### config.mk
export PLATFORM = sky130hd
export DESIGN_NAME = dmem_arbiter
export DESIGN_NICKNAME = d
export VERILOG_FILES = /design/src/rtl/dmem_arbiter_pkg.sv /design/src/rtl/arb_read_reg.sv /design/src/rtl/dmem_arbiter.sv
export SDC_FILE = /design/constraint.sdc
export NUM_CORES = 1
export LEC_CHECK = 0
export ABC_AREA = 0
export CAP_MARGIN = 20
export CORE_MARGIN = 3
export CORE_UTILIZATION = 30
export CTS_CLUSTER_SIZE = 30
export DETAILED_ROUTE_END_ITERATION = 8
export PLACE_DENSITY = 0.71
export SYNTH_ARGS = -nofsm -noshare
export SYNTH_HDL_FRONTEND = slang
export SYNTH_SLANG_ARGS = --single-unit
### constraint.sdc
create_clock -name clk -period 1.95 [get_ports clk]
set_input_delay 0.2925 -clock clk [delete_from_list [all_inputs] [get_ports clk]]
set_output_delay 0.2925 -clock clk [all_outputs]
set_load 0.01 [all_outputs]
### src/rtl/dmem_arbiter_pkg.sv
// dmem_arbiter shared definitions
// owner encoding and default bus widths, also used by DataMem
package dmem_arbiter_pkg;

  localparam int AW_DEF = 32;
  localparam int DW_DEF = 32;

  typedef logic [1:0] owner_t;

  localparam owner_t IDLE = 2'd0;
  localparam owner_t OWN0 = 2'd1;
  localparam owner_t OWN1 = 2'd2;

endpackage

### src/rtl/arb_read_reg.sv
// dmem_arbiter per-port read return register
// captures combinational memory data on a granted read beat
module arb_read_reg #(
  parameter int DW = 32
) (
  input  logic          clk,
  input  logic          rst,
  input  logic          cap,
  input  logic [DW-1:0] d,
  output logic [DW-1:0] rdata,
  output logic          rvalid
);

  always_ff @(posedge clk or negedge rst) begin
    if (!rst) begin
      rdata  <= '0;
      rvalid <= 1'b0;
    end else begin
      rvalid <= cap;
      if (cap) rdata <= d;
    end
  end

endmodule

### src/rtl/dmem_arbiter.sv
// dmem_arbiter: two-port DataMem arbiter
// core priority, locked loader bursts, bounded starvation
module dmem_arbiter
  import dmem_arbiter_pkg::*;
#(
  parameter int AW       = AW_DEF,
  parameter int DW       = DW_DEF,
  parameter int MAX_WAIT = 4,
  parameter int MAX_LOCK = 8
) (
  input  logic          clk,
  input  logic          rst,
  input  logic          req0,
  input  logic          we0,
  input  logic [AW-1:0] addr0,
  input  logic [DW-1:0] wdata0,
  output logic          gnt0,
  output logic [DW-1:0] rdata0,
  output logic          rvalid0,
  input  logic          req1,
  input  logic          we1,
  input  logic [AW-1:0] addr1,
  input  logic [DW-1:0] wdata1,
  input  logic          lock1,
  output logic          gnt1,
  output logic [DW-1:0] rdata1,
  output logic          rvalid1,
  output logic          mem_we,
  output logic [AW-1:0] mem_addr,
  output logic [DW-1:0] mem_wdata,
  input  logic [DW-1:0] mem_rdata
);

  localparam int WW = $clog2(MAX_WAIT + 1);
  localparam int LW = $clog2(MAX_LOCK + 1);
  localparam logic [WW-1:0] WAIT_MAX = WW'(MAX_WAIT);
  localparam logic [LW-1:0] LOCK_MAX = LW'(MAX_LOCK);

  owner_t        owner;
  logic [WW-1:0] wait_cnt;
  logic [LW-1:0] lock_cnt;
  logic          keep1;
  logic          starve1;
  logic          win0;
  logic          win1;

  // rule ordering folded into two mutually exclusive terms
  always_comb begin
    keep1 = (owner == OWN1) & lock1 & req1
          & (lock_cnt < LOCK_MAX);
    starve1 = req1 & (wait_cnt == WAIT_MAX);
    win1 = keep1 | starve1 | (req1 & ~req0);
    win0 = req0 & ~keep1 & ~starve1;
  end

  assign gnt0 = rst & win0;
  assign gnt1 = rst & win1;

  assign mem_addr  = gnt1 ? addr1 : addr0;
  assign mem_wdata = gnt1 ? wdata1 : wdata0;
  assign mem_we    = (gnt0 & we0) | (gnt1 & we1);

  always_ff @(posedge clk or negedge rst) begin
    if (!rst) begin
      owner    <= IDLE;
      wait_cnt <= '0;
      lock_cnt <= '0;
    end else begin
      unique case (1'b1)
        gnt0:    owner <= OWN0;
        gnt1:    owner <= OWN1;
        default: owner <= IDLE;
      endcase
      if (!req1 || gnt1) begin
        wait_cnt <= '0;
      end else if (wait_cnt != WAIT_MAX) begin
        wait_cnt <= wait_cnt + 1'b1;
      end
      // saturates so rule 1 stays off until the burst breaks
      if (gnt1 && lock1) begin
        if (lock_cnt != LOCK_MAX) lock_cnt <= lock_cnt + 1'b1;
      end else begin
        lock_cnt <= '0;
      end
    end
  end

  arb_read_reg #(.DW(DW)) u_rd0 (
    .clk    (clk),
    .rst    (rst),
    .cap    (gnt0 & ~we0),
    .d      (mem_rdata),
    .rdata  (rdata0),
    .rvalid (rvalid0)
  );

  arb_read_reg #(.DW(DW)) u_rd1 (
    .clk    (clk),
    .rst    (rst),
    .cap    (gnt1 & ~we1),
    .d      (mem_rdata),
    .rdata  (rdata1),
    .rvalid (rvalid1)
  );

endmodule

==> out/metrics.cfg <==
[status]
outcome=complete, but fails checks
violations=negative setup slack

[timing]
finClkSkew_ns=0.00673
max_freq_mhz=423
setup_tns_ns=-23.13
rsz0062_at_grt=true
relSlewSlack=0.378
hold_viol_final=0
drv_slew=0
setup-violations-final=64
tightest_slew_ns=0.933
whs_ns=0.365
period_needed_ns=2.36
finalCritPeriodShare=1.21
fin_ws_ns=-0.413

[cts]
cts_made_buffers=9
cts_tree=yes
clkSinkCount=75
clock-root-buffer=clkbuf_16
clkSlewWorstSetupHoldPaths_ns=0.06
clk_latency_ns=0.32
clock_path_buffers=2
htree_num_levels=3

[floorplanning]
start_util=0.314
rows=41
core_um2=12900
dieHeight_um=122
die-width_um=122
ioPinCount=300
die-area_um2=14900

[power]
seq_power_share=0.335
clock_power_share=0.293
power.leakage_nw=3.81
p_sw_frac=0.264
total_power_mw=5.96
power.switching_mw=1.58
intPower_mw=4.38
power.density_nw_per_um2=708
combPwrFrac=0.372
vdd_drop_max_mv=0.608

[worst_setup_path]
path_class=flop to output pin
cp-end-kind=output pin
crit_arrival_ns=2.07
reg2reg_slack_ns=0.09
start_kind=flop
r2r-start=wait_cnt[1]$_DFFE_PN0P_
rr_endpoint=u_rd1.rdata[17]$_DFFE_PN0P_
rr_worst_depth=7
cp_data_required_time_ns=1.66
cp_max_fo=6

[logic_synthesis]
synth_seq_cells=75
synth-async-reset-ratio=1.00
netlist_area_um2=4040
synth_cell_types=34
synth-main-ff-cell=dfrtp_1
synth_fp_nets=513
syn_area_per_cell_um2=11.8
synth_edf_count=0
syn-instance-count=342
yosys_warnings=0
yosysSeqAreaShare=0.464

[grt]
gr-total-overflow=0
grt_use_met3=0.0590
met2_usage=0.421
antenna_found_initial=0
grt_pass1_vias=4286
met1_usage=0.227
track_usage=0.216
grt_pass1_wl_mm=24.9
grt_max_degree=73
busiest_layer=met2

[drt]
first_pass_iters=4
antenna_left=0
drt_iter0_markers=133
vias=4015
wl_mm=17.1
wl_per_cell_um=20.1
viasPerCell=4.72
drc=0

[finish]
syn2layout_area_growth_pct=108
post-route-util=0.654
drive_gt1_frac=0.353
nets=844
nFillCells=996
antenna_cells=0

[hold_path]
hold_path.class=primary input to async pin

[flow_run]
cap_violations=0

[placed_design]
gp_congestion=0.850
portBuffers=299
hpwl_mm=12.4

[flip-flops by register name, indices dropped and copies added, names as in the netlist]
| register | flops |
|---|---|
| u_rd0.rdata | 32 |
| u_rd1.rdata | 32 |
| wait_cnt | 3 |
| lock_cnt | 4 |
| u_rd0.rvalid | 1 |
| u_rd1.rvalid | 1 |
| owner | 2 |
[cell families after synthesis]
family,Yosys count,synth area share
AOI/OAI and AO/OA,41,0.0954
muxes,98,0.282
and+or+nand+nor,55,0.0678
xor gates and xnor gates,2,0.00434
buffers and inverters,67,0.0737
DFF,75,0.464
adders and majority gates,4,0.0124
[power by group through the flow]
stage | logic (mW) | clock network (mW) | registers [mW]
after floorplan | 0.568 | 0 | 2.15
after global placement | 1.99 | 0 | 2.01
after detailed placement | 2.02 | 0 | 2.02
after CTS | 2.18 | 1.79 | 2.00
after global routing | 2.35 | 1.85 | 2.04
final | 2.22 | 1.74 | 2.00
[through the flow]
| step | setup WS [ns] | instance area [µm²] | std cells |
|---|---|---|---|
| final | -0.413 | 8420 | 850 |
| after global routing | -0.503 | 8420 | 850 |
| after CTS | -0.451 | 8200 | 847 |
| after detailed placement | -0.829 | 7350 | 810 |
| after global placement | -0.779 | 7350 | 810 |
| after floorplan | 0.00438 | 4050 | 342 |
[worst max-delay path, stage by stage (launching register included)]
cell and delay (ns):
dfrtp_1 0.39, inv_2 0.08, ha_4 0.14, nand2_4 0.06, a31oi_4 0.19, buf_6 0.13, buf_6 0.12, buf_16 0.13
buf_6 0.09, mux2_4 0.30, buf_6 0.12
[synthesized netlist by cell type, types with 3 or more instances]
master	instances	area, µm²
inv_1	40	150
dfrtp_1	75	1880
mux2_4	10	150
mux2_2	86	968
o32ai_1	32	280
and3_1	3	18.8
clkbuf_1	14	52.6
nand2_1	35	131
buf_6	4	45.0
buf_2	7	35.0
ha_1	4	50.1
[worst max path at each step]
| stage | slack (ns) | cells after the start | to | start |
|---|---|---|---|---|
| final | -0.41 | 10 | mem_wdata[14] | wait_cnt[1]$_DFFE_PN0P_ |
| after global routing | -0.50 | 10 | mem_wdata[19] | wait_cnt[1]$_DFFE_PN0P_ |
| after CTS | -0.45 | 10 | mem_addr[18] | wait_cnt[1]$_DFFE_PN0P_ |
| after detailed placement | -0.83 | 6 | mem_wdata[1] | lock1 |
| after global placement | -0.78 | 6 | mem_wdata[1] | lock1 |
| after floorplan | 0.004 | 7 | mem_wdata[18] | wait_cnt[0]$_DFFE_PN0P_ |
[layer usage]
| metal | vias up | routed length (µm) |
|---|---|---|
| li1 | 1871 | - |
| met3 | 22 | 1370 |
| met1 | 1953 | 5870 |
| met5 | - | 0 |
| met2 | 169 | 9570 |
| met4 | 0 | 300 |
[timing repair]
action                     4_1_cts  5_1_grt
setup endpoints to repair       99       80
gates cloned                     6        2
hold endpoints to repair         3        0
pin swaps                        4        4
hold buffers                     1        0
resized for setup              389       51
buffers inserted                16        3
[area by class of cell]
cell class,count,area (µm²),share of cell area
Inverter,40,150,0.0178
Tap cell,172,215,0.0256
Sequential cell,75,1880,0.223
Timing Repair Buffer,347,3700,0.440
Clock buffer,10,229,0.0272
Multi-Input combinational cell,200,2160,0.257
Clock inverter,6,87.6,0.0104
[layout by cell type (no fill, tap or decap), drive strengths merged, types with 3 or more instances in the layout]
master	netlist	layout
mux2	97	97
dfrtp	75	75
buf	13	113
ha	4	4
clkdlybuf4s50	0	229
clkinv	0	3
o32ai	32	32
clkbuf	14	12
and3	4	4
a31oi	3	3
nand2	36	36
inv	40	41
Power figures use the tool's default switching activity.
